File: config.mk
export PLATFORM = sky130hd
export DESIGN_NAME = cdc_xfer_arbiter
export DESIGN_NICKNAME = d
export VERILOG_FILES = /design/src/rtl/cdc_xfer_pkg.sv /design/src/rtl/rr_arbiter.sv /design/src/rtl/cdc_xfer_arbiter.sv
export SDC_FILE = /design/constraint.sdc
export NUM_CORES = 1
export LEC_CHECK = 0
export CAP_MARGIN = 5
export CORE_MARGIN = 5
export CORE_UTILIZATION = 38
export DETAILED_ROUTE_END_ITERATION = 10
export GPL_TIMING_DRIVEN = 1
export PLACE_DENSITY = 0.82
export SETUP_SLACK_MARGIN = 0.1
export SYNTH_ARGS = -nofsm -noshare
export SYNTH_HDL_FRONTEND = slang
export SYNTH_SLANG_ARGS = --single-unit
File: constraint.sdc
create_clock -name sys_clk -period 4.4 [get_ports sys_clk]
set_input_delay 0.88 -clock sys_clk [delete_from_list [all_inputs] [get_ports sys_clk]]
set_output_delay 0.88 -clock sys_clk [all_outputs]
set_load 0.05 [all_outputs]
File: src/rtl/cdc_xfer_pkg.sv
// Shared state encoding, defaults and elaboration helpers for the CDC
// word-transfer arbiter.
package cdc_xfer_pkg;

    localparam logic [1:0] ENC_IDLE     = 2'd0;
    localparam logic [1:0] ENC_HOLD     = 2'd1;
    localparam logic [1:0] ENC_WAIT_ACK = 2'd2;
    localparam logic [1:0] ENC_ERROR    = 2'd3;

    typedef enum logic [1:0] {
        IDLE     = ENC_IDLE,
        HOLD     = ENC_HOLD,
        WAIT_ACK = ENC_WAIT_ACK,
        ERROR    = ENC_ERROR
    } xfer_state_e;

    localparam int HOLD_CYCLES_DEF = 3;
    localparam int TIMEOUT_DEF     = 255;

    // Ceiling log2; clog2(1) is 0, so callers needing a real counter clamp to 1.
    function automatic int clog2(input int value);
        int result;
        int v;
        result = 0;
        v = value - 1;
        while (v > 0) begin
            result = result + 1;
            v = v >> 1;
        end
        return result;
    endfunction

endpackage

File: src/rtl/rr_arbiter.sv
// Combinational round-robin picker: first requester after last_grant wins,
// wrapping modulo NUM_REQ.
module rr_arbiter
    import cdc_xfer_pkg::*;
#(
    parameter int NUM_REQ = 4,
    parameter int IDX_W   = clog2(NUM_REQ)
) (
    input  logic [NUM_REQ-1:0] req,
    input  logic [IDX_W-1:0]   last_grant,
    input  logic               enable,
    output logic [NUM_REQ-1:0] grant,
    output logic [IDX_W-1:0]   grant_idx
);

    int   cand;
    logic found;

    always_comb begin
        grant     = '0;
        grant_idx = '0;
        found     = 1'b0;
        cand      = 0;
        for (int k = 1; k <= NUM_REQ; k++) begin
            cand = int'(last_grant) + k;
            if (cand >= NUM_REQ) begin
                cand = cand - NUM_REQ;
            end
            if (enable && !found && req[cand]) begin
                grant[cand] = 1'b1;
                grant_idx   = IDX_W'(cand);
                found       = 1'b1;
            end
        end
    end

endmodule

File: src/rtl/cdc_xfer_arbiter.sv
// Shares one toggle-handshake CDC word channel between NUM_REQ producers,
// granting round-robin and holding each word stable before the request toggle.
//
// state    | meaning
// IDLE     | channel free, arbitrating among req_valid
// HOLD     | word loaded on cdc_data, counting down before the toggle flips
// WAIT_ACK | toggle flipped, waiting for the synchronized ack toggle to match
// ERROR    | ack timed out; leaves only on err_clr once the toggles agree
module cdc_xfer_arbiter
    import cdc_xfer_pkg::*;
#(
    parameter int NUM_REQ     = 4,
    parameter int DATA_W      = 64,
    parameter int TAG_W       = 2,
    parameter int HOLD_CYCLES = HOLD_CYCLES_DEF,
    parameter int TIMEOUT     = TIMEOUT_DEF
) (
    input  logic                      sys_clk,
    input  logic                      sys_rst_n,
    input  logic [NUM_REQ-1:0]        req_valid,
    input  logic [NUM_REQ*DATA_W-1:0] req_data,
    output logic [NUM_REQ-1:0]        req_ready,
    output logic [DATA_W-1:0]         cdc_data,
    output logic [TAG_W-1:0]          cdc_tag,
    output logic                      cdc_req_tgl,
    input  logic                      cdc_ack_tgl,
    output logic                      busy,
    output logic                      timeout_err,
    input  logic                      err_clr
);

    localparam int HOLD_W = (clog2(HOLD_CYCLES + 1) > 0) ? clog2(HOLD_CYCLES + 1) : 1;
    localparam int TO_W   = (clog2(TIMEOUT + 1) > 0) ? clog2(TIMEOUT + 1) : 1;

    localparam logic [HOLD_W-1:0] HOLD_INIT = HOLD_W'(HOLD_CYCLES);
    localparam logic [TO_W-1:0]   TO_LAST   = (TIMEOUT > 0) ? TO_W'(TIMEOUT - 1) : '0;
    localparam logic [TO_W-1:0]   TO_SAT    = {TO_W{1'b1}};

    xfer_state_e       state;
    logic [HOLD_W-1:0] hold_cnt;
    logic [TO_W-1:0]   to_cnt;
    logic [TAG_W-1:0]  last_grant;

    logic              arb_enable;
    logic [NUM_REQ-1:0] win_onehot;
    logic [TAG_W-1:0]  win_idx;
    logic              win_any;
    logic [DATA_W-1:0] win_word;
    logic              ack_match;

    // Gated by reset too, so an asserted reset forces every output low at once.
    assign arb_enable = (state == IDLE) && sys_rst_n;

    rr_arbiter #(
        .NUM_REQ (NUM_REQ),
        .IDX_W   (TAG_W)
    ) u_rr_arbiter (
        .req        (req_valid),
        .last_grant (last_grant),
        .enable     (arb_enable),
        .grant      (win_onehot),
        .grant_idx  (win_idx)
    );

    assign win_any   = |win_onehot;
    assign req_ready = win_onehot;
    assign ack_match = (cdc_ack_tgl == cdc_req_tgl);

    always_comb begin
        win_word = req_data[int'(win_idx)*DATA_W +: DATA_W];
    end

    always_ff @(posedge sys_clk or negedge sys_rst_n) begin
        if (!sys_rst_n) begin
            state       <= IDLE;
            cdc_data    <= '0;
            cdc_tag     <= '0;
            cdc_req_tgl <= 1'b0;
            hold_cnt    <= '0;
            to_cnt      <= '0;
            last_grant  <= TAG_W'(NUM_REQ - 1);
            busy        <= 1'b0;
            timeout_err <= 1'b0;
        end else begin
            case (state)
                IDLE: begin
                    if (win_any) begin
                        cdc_data   <= win_word;
                        cdc_tag    <= win_idx;
                        last_grant <= win_idx;
                        hold_cnt   <= HOLD_INIT;
                        busy       <= 1'b1;
                        state      <= HOLD;
                    end
                end
                HOLD: begin
                    hold_cnt <= hold_cnt - 1'b1;
                    if (hold_cnt == HOLD_W'(1)) begin
                        cdc_req_tgl <= ~cdc_req_tgl;
                        to_cnt      <= '0;
                        state       <= WAIT_ACK;
                    end
                end
                WAIT_ACK: begin
                    // A matching ack wins even on the cycle the timeout would fire.
                    if (ack_match) begin
                        busy  <= 1'b0;
                        state <= IDLE;
                    end else begin
                        if (to_cnt != TO_SAT) begin
                            to_cnt <= to_cnt + 1'b1;
                        end
                        if ((TIMEOUT != 0) && (to_cnt == TO_LAST)) begin
                            timeout_err <= 1'b1;
                            state       <= ERROR;
                        end
                    end
                end
                ERROR: begin
                    // A still-pending ack must land here, not on the next transfer.
                    if (err_clr && ack_match) begin
                        timeout_err <= 1'b0;
                        busy        <= 1'b0;
                        state       <= IDLE;
                    end
                end
                default: begin
                    state <= IDLE;
                end
            endcase
        end
    end

endmodule

==> results_dict.tcl <==
set metrics [dict create \
    required_ns 3.52 \
    worst_slew_pin_slew_ns 0.7723 \
    netlist_area_um2 5468 \
    ys_seq_area_frac 0.3803 \
    outcome "finished, final reports clean" \
    power_density_nw_per_um2 670.9 \
    yosysUniqueCellTypes 49 \
    sw_frac_of_total 0.4410 \
    max_freq_mhz 242.0 \
    post-place-ws_ns 0.3107 \
    rsz0062_at_grt "no" \
    post-cts-setup-buffer-count 0 \
    grt_use_total 0.2336 \
    hpwlAfterDp_mm 16.43 \
    finalClockSkew_ns 0.008711 \
    leakagePower_nw 3.708 \
    synth_cells 376 \
    synth-async-reset-ratio 1.000 \
    arrival_ns 3.25 \
    power_frac_seq 0.223 \
    yosys_warnings 0 \
    yosys_most_used_dff "dfrtp_1" \
    r2r_end "cdc_data[0]" \
    grt_pass1_vias 5198 \
    finalSetupTns_ns 0 \
    peakVddDrop_mv 0.4623 \
    area_growth_pct 70.39 \
    grt_max_degree 66 \
    avgSynthCellArea_um2 14.54 \
    h-tree-depth 3 \
    wl_met2_mm 10.81 \
    nets 980 \
    dieWidth_um 130.0 \
    switchingPower_mw 2.757 \
    path_cells "clkdlybuf4s50_1, mux4_2, nor4_1, a221o_1, buf_12" \
    cp_slowest_cell "nor4_1" \
    post-route-min-period_ns 4.131 \
    synth_edf_count 0 \
    ant_nets 0 \
    coreArea_um2 13990 \
    dr.first_iter.drc_count 296 \
    hp-class "in2async" \
    critPathKind "in2out" \
    port_buffers 336 \
    path_max_fanout 11 \
    vias 4784 \
    clkLatencyLatePin_ns 0.34 \
    wl_mm 20.15 \
    max-cap-violations 0 \
    p_int_mw 3.494 \
    setup_viol 0 \
    via_per_inst 5.363 \
    combPwrFrac 0.657 \
    maxSlewHeadroom 0.4851 \
    cp_slowest_stage_delay_ns 0.62 \
    pin_count 337 \
    clkPwrFrac 0.120 \
    r2r_setup_slack_ns 0.81 \
    layout_common_cells "clkdlybuf4s50_1 (331), dfrtp_1 (81), mux4_2 (66)" \
    start_util 0.3909 \
    hold_buffers 0 \
    wl_per_cell_um 22.59 \
    dr_wl_met3_mm 1.489 \
    cts_root_buffer "clkbuf_16" \
    min_period_over_period 0.9390 \
    globalplace.congestion 0.9486 \
    drt_drc_violations_left 0 \
    cts.sinks 83 \
    final_hold_viol_count 0 \
    syn_nets 651 \
    dieHeight_um 130.0 \
    cts_tree "done" \
    setup_ws_ns 0.2685 \
    cts_buffer_depth 2 \
    cp-end-kind "output pin" \
    cts.clk_slew.worst_paths_ns 0.06 \
    rows 43 \
    die_area_um2 16890 \
    layout_commonest_cell "clkdlybuf4s50_1" \
    antenna_found_initial 0 \
    start_kind "input port" \
    firstDrtPassIters 5 \
    drv_slew 0 \
    cts_inserted_buffers 9 \
    highest_layer "met4" \
    wl_met1_mm 7.408 \
    r2r.worst_path.cells 9 \
    ys_ff_latch 83 \
    grt_overflow 0 \
    grt_pass1_wl_mm 29.57 \
    r2r_start "last_grant[0]" \
    ctsResizeCount 0 \
    drive_gt1_frac 0.2324 \
]
## per-layer routing
layer | global-route usage | vias to the layer above
met2 | 0.4189 | 216
met3 | 0.05526 | 27
met4 | 0.08007 | 0
met1 | 0.2748 | 2412
met5 | 0 | -
li1 | - | 2129
## worst max-delay path, delay by kind of cell
family	cells	cell delay, ns
buffers and inverters	2	0.75
and+or+nand+nor	1	0.62
muxes	1	0.61
AOI/OAI and AO/OA	1	0.39
## power by group through the flow
stage / Combinational [mW] / Clock [mW] / Sequential, mW
floorplan: 1.79 / 0 / 2.45
global placement: 4.06 / 0 / 1.38
detailed placement: 4.14 / 0 / 1.40
CTS: 4.15 / 0.768 / 1.40
global route: 4.31 / 0.801 / 1.44
finish: 4.11 / 0.748 / 1.40
## worst max-delay path by stage
stage	slack [ns]	depth (start not counted)	to	start
after detailed placement	0.31	5	req_ready[0]	req_valid[1]
final	0.27	5	req_ready[0]	req_valid[1]
after global placement	0.43	9	cdc_data[20]	req_valid[1]
after global routing	0.17	5	req_ready[0]	req_valid[1]
after CTS	0.31	5	req_ready[0]	req_valid[1]
after floorplan	0.84	8	cdc_data[10]	req_valid[3]
## cells by family (layout without fill, tap and decap cells)
logic type,Yosys count,after routing,share of synthesized area
and+or+nand+nor,65,65,0.06613
adders and majority gates,11,11,0.02517
buffers and inverters,39,373,0.04393
xor gates and xnor gates,8,8,0.01282
other,0,2,0
muxes,135,135,0.4272
DFF,83,83,0.3803
AOI/OAI and AO/OA,35,35,0.04439
## metrics by stage
step                      utilization  hold WS, ns  cell area (µm²)  instances  power (mW)
after global placement         0.6449       0.4643             9021        874       5.443
final                          0.6660       0.4442             9316        892       6.250
after CTS                      0.6657       0.4495             9311        890       6.319
after detailed placement       0.6449       0.4883             9021        874       5.535
after global routing           0.6657       0.4691             9311        890       6.552
after floorplan                     -       0.4681             5468        376       4.247
## state kept, by name (all words and copies together), names as in the netlist
name	flops
cdc_data	64
cdc_tag	2
busy	1
hold_cnt	2
to_cnt	8
last_grant	2
timeout_err	1
cdc_req_tgl	1
state	2
## synthesized netlist by cell type (5+ instances only)
cell type | instances | area, µm²
buf_6 | 9 | 101.4
nand2_1 | 14 | 52.55
nor2_1 | 18 | 67.56
ha_1 | 11 | 137.6
dfrtp_1 | 81 | 2027
clkbuf_1 | 9 | 33.78
buf_4 | 6 | 45.04
nand3_1 | 5 | 25.02
inv_1 | 12 | 45.04
o21ai_0 | 7 | 35.03
mux4_2 | 66 | 1486
mux2_2 | 43 | 484.2
a21oi_1 | 8 | 40.04
mux2_4 | 20 | 300.3
xor2_1 | 7 | 61.31
## final cells by class
| cell class | count | area, µm² |
|---|---|---|
| flip-flops and latches | 83 | 2079 |
| fillers | 1006 | 4672 |
| repair buffers | 345 | 3506 |
| clock buffers | 13 | 250.2 |
| well taps | 180 | 225.2 |
| diodes | 2 | 5.005 |
| clock inverters | 3 | 40.04 |
| inverters | 12 | 45.04 |
| multi-input cells | 254 | 3166 |
(Power assumes the default switching activity.)
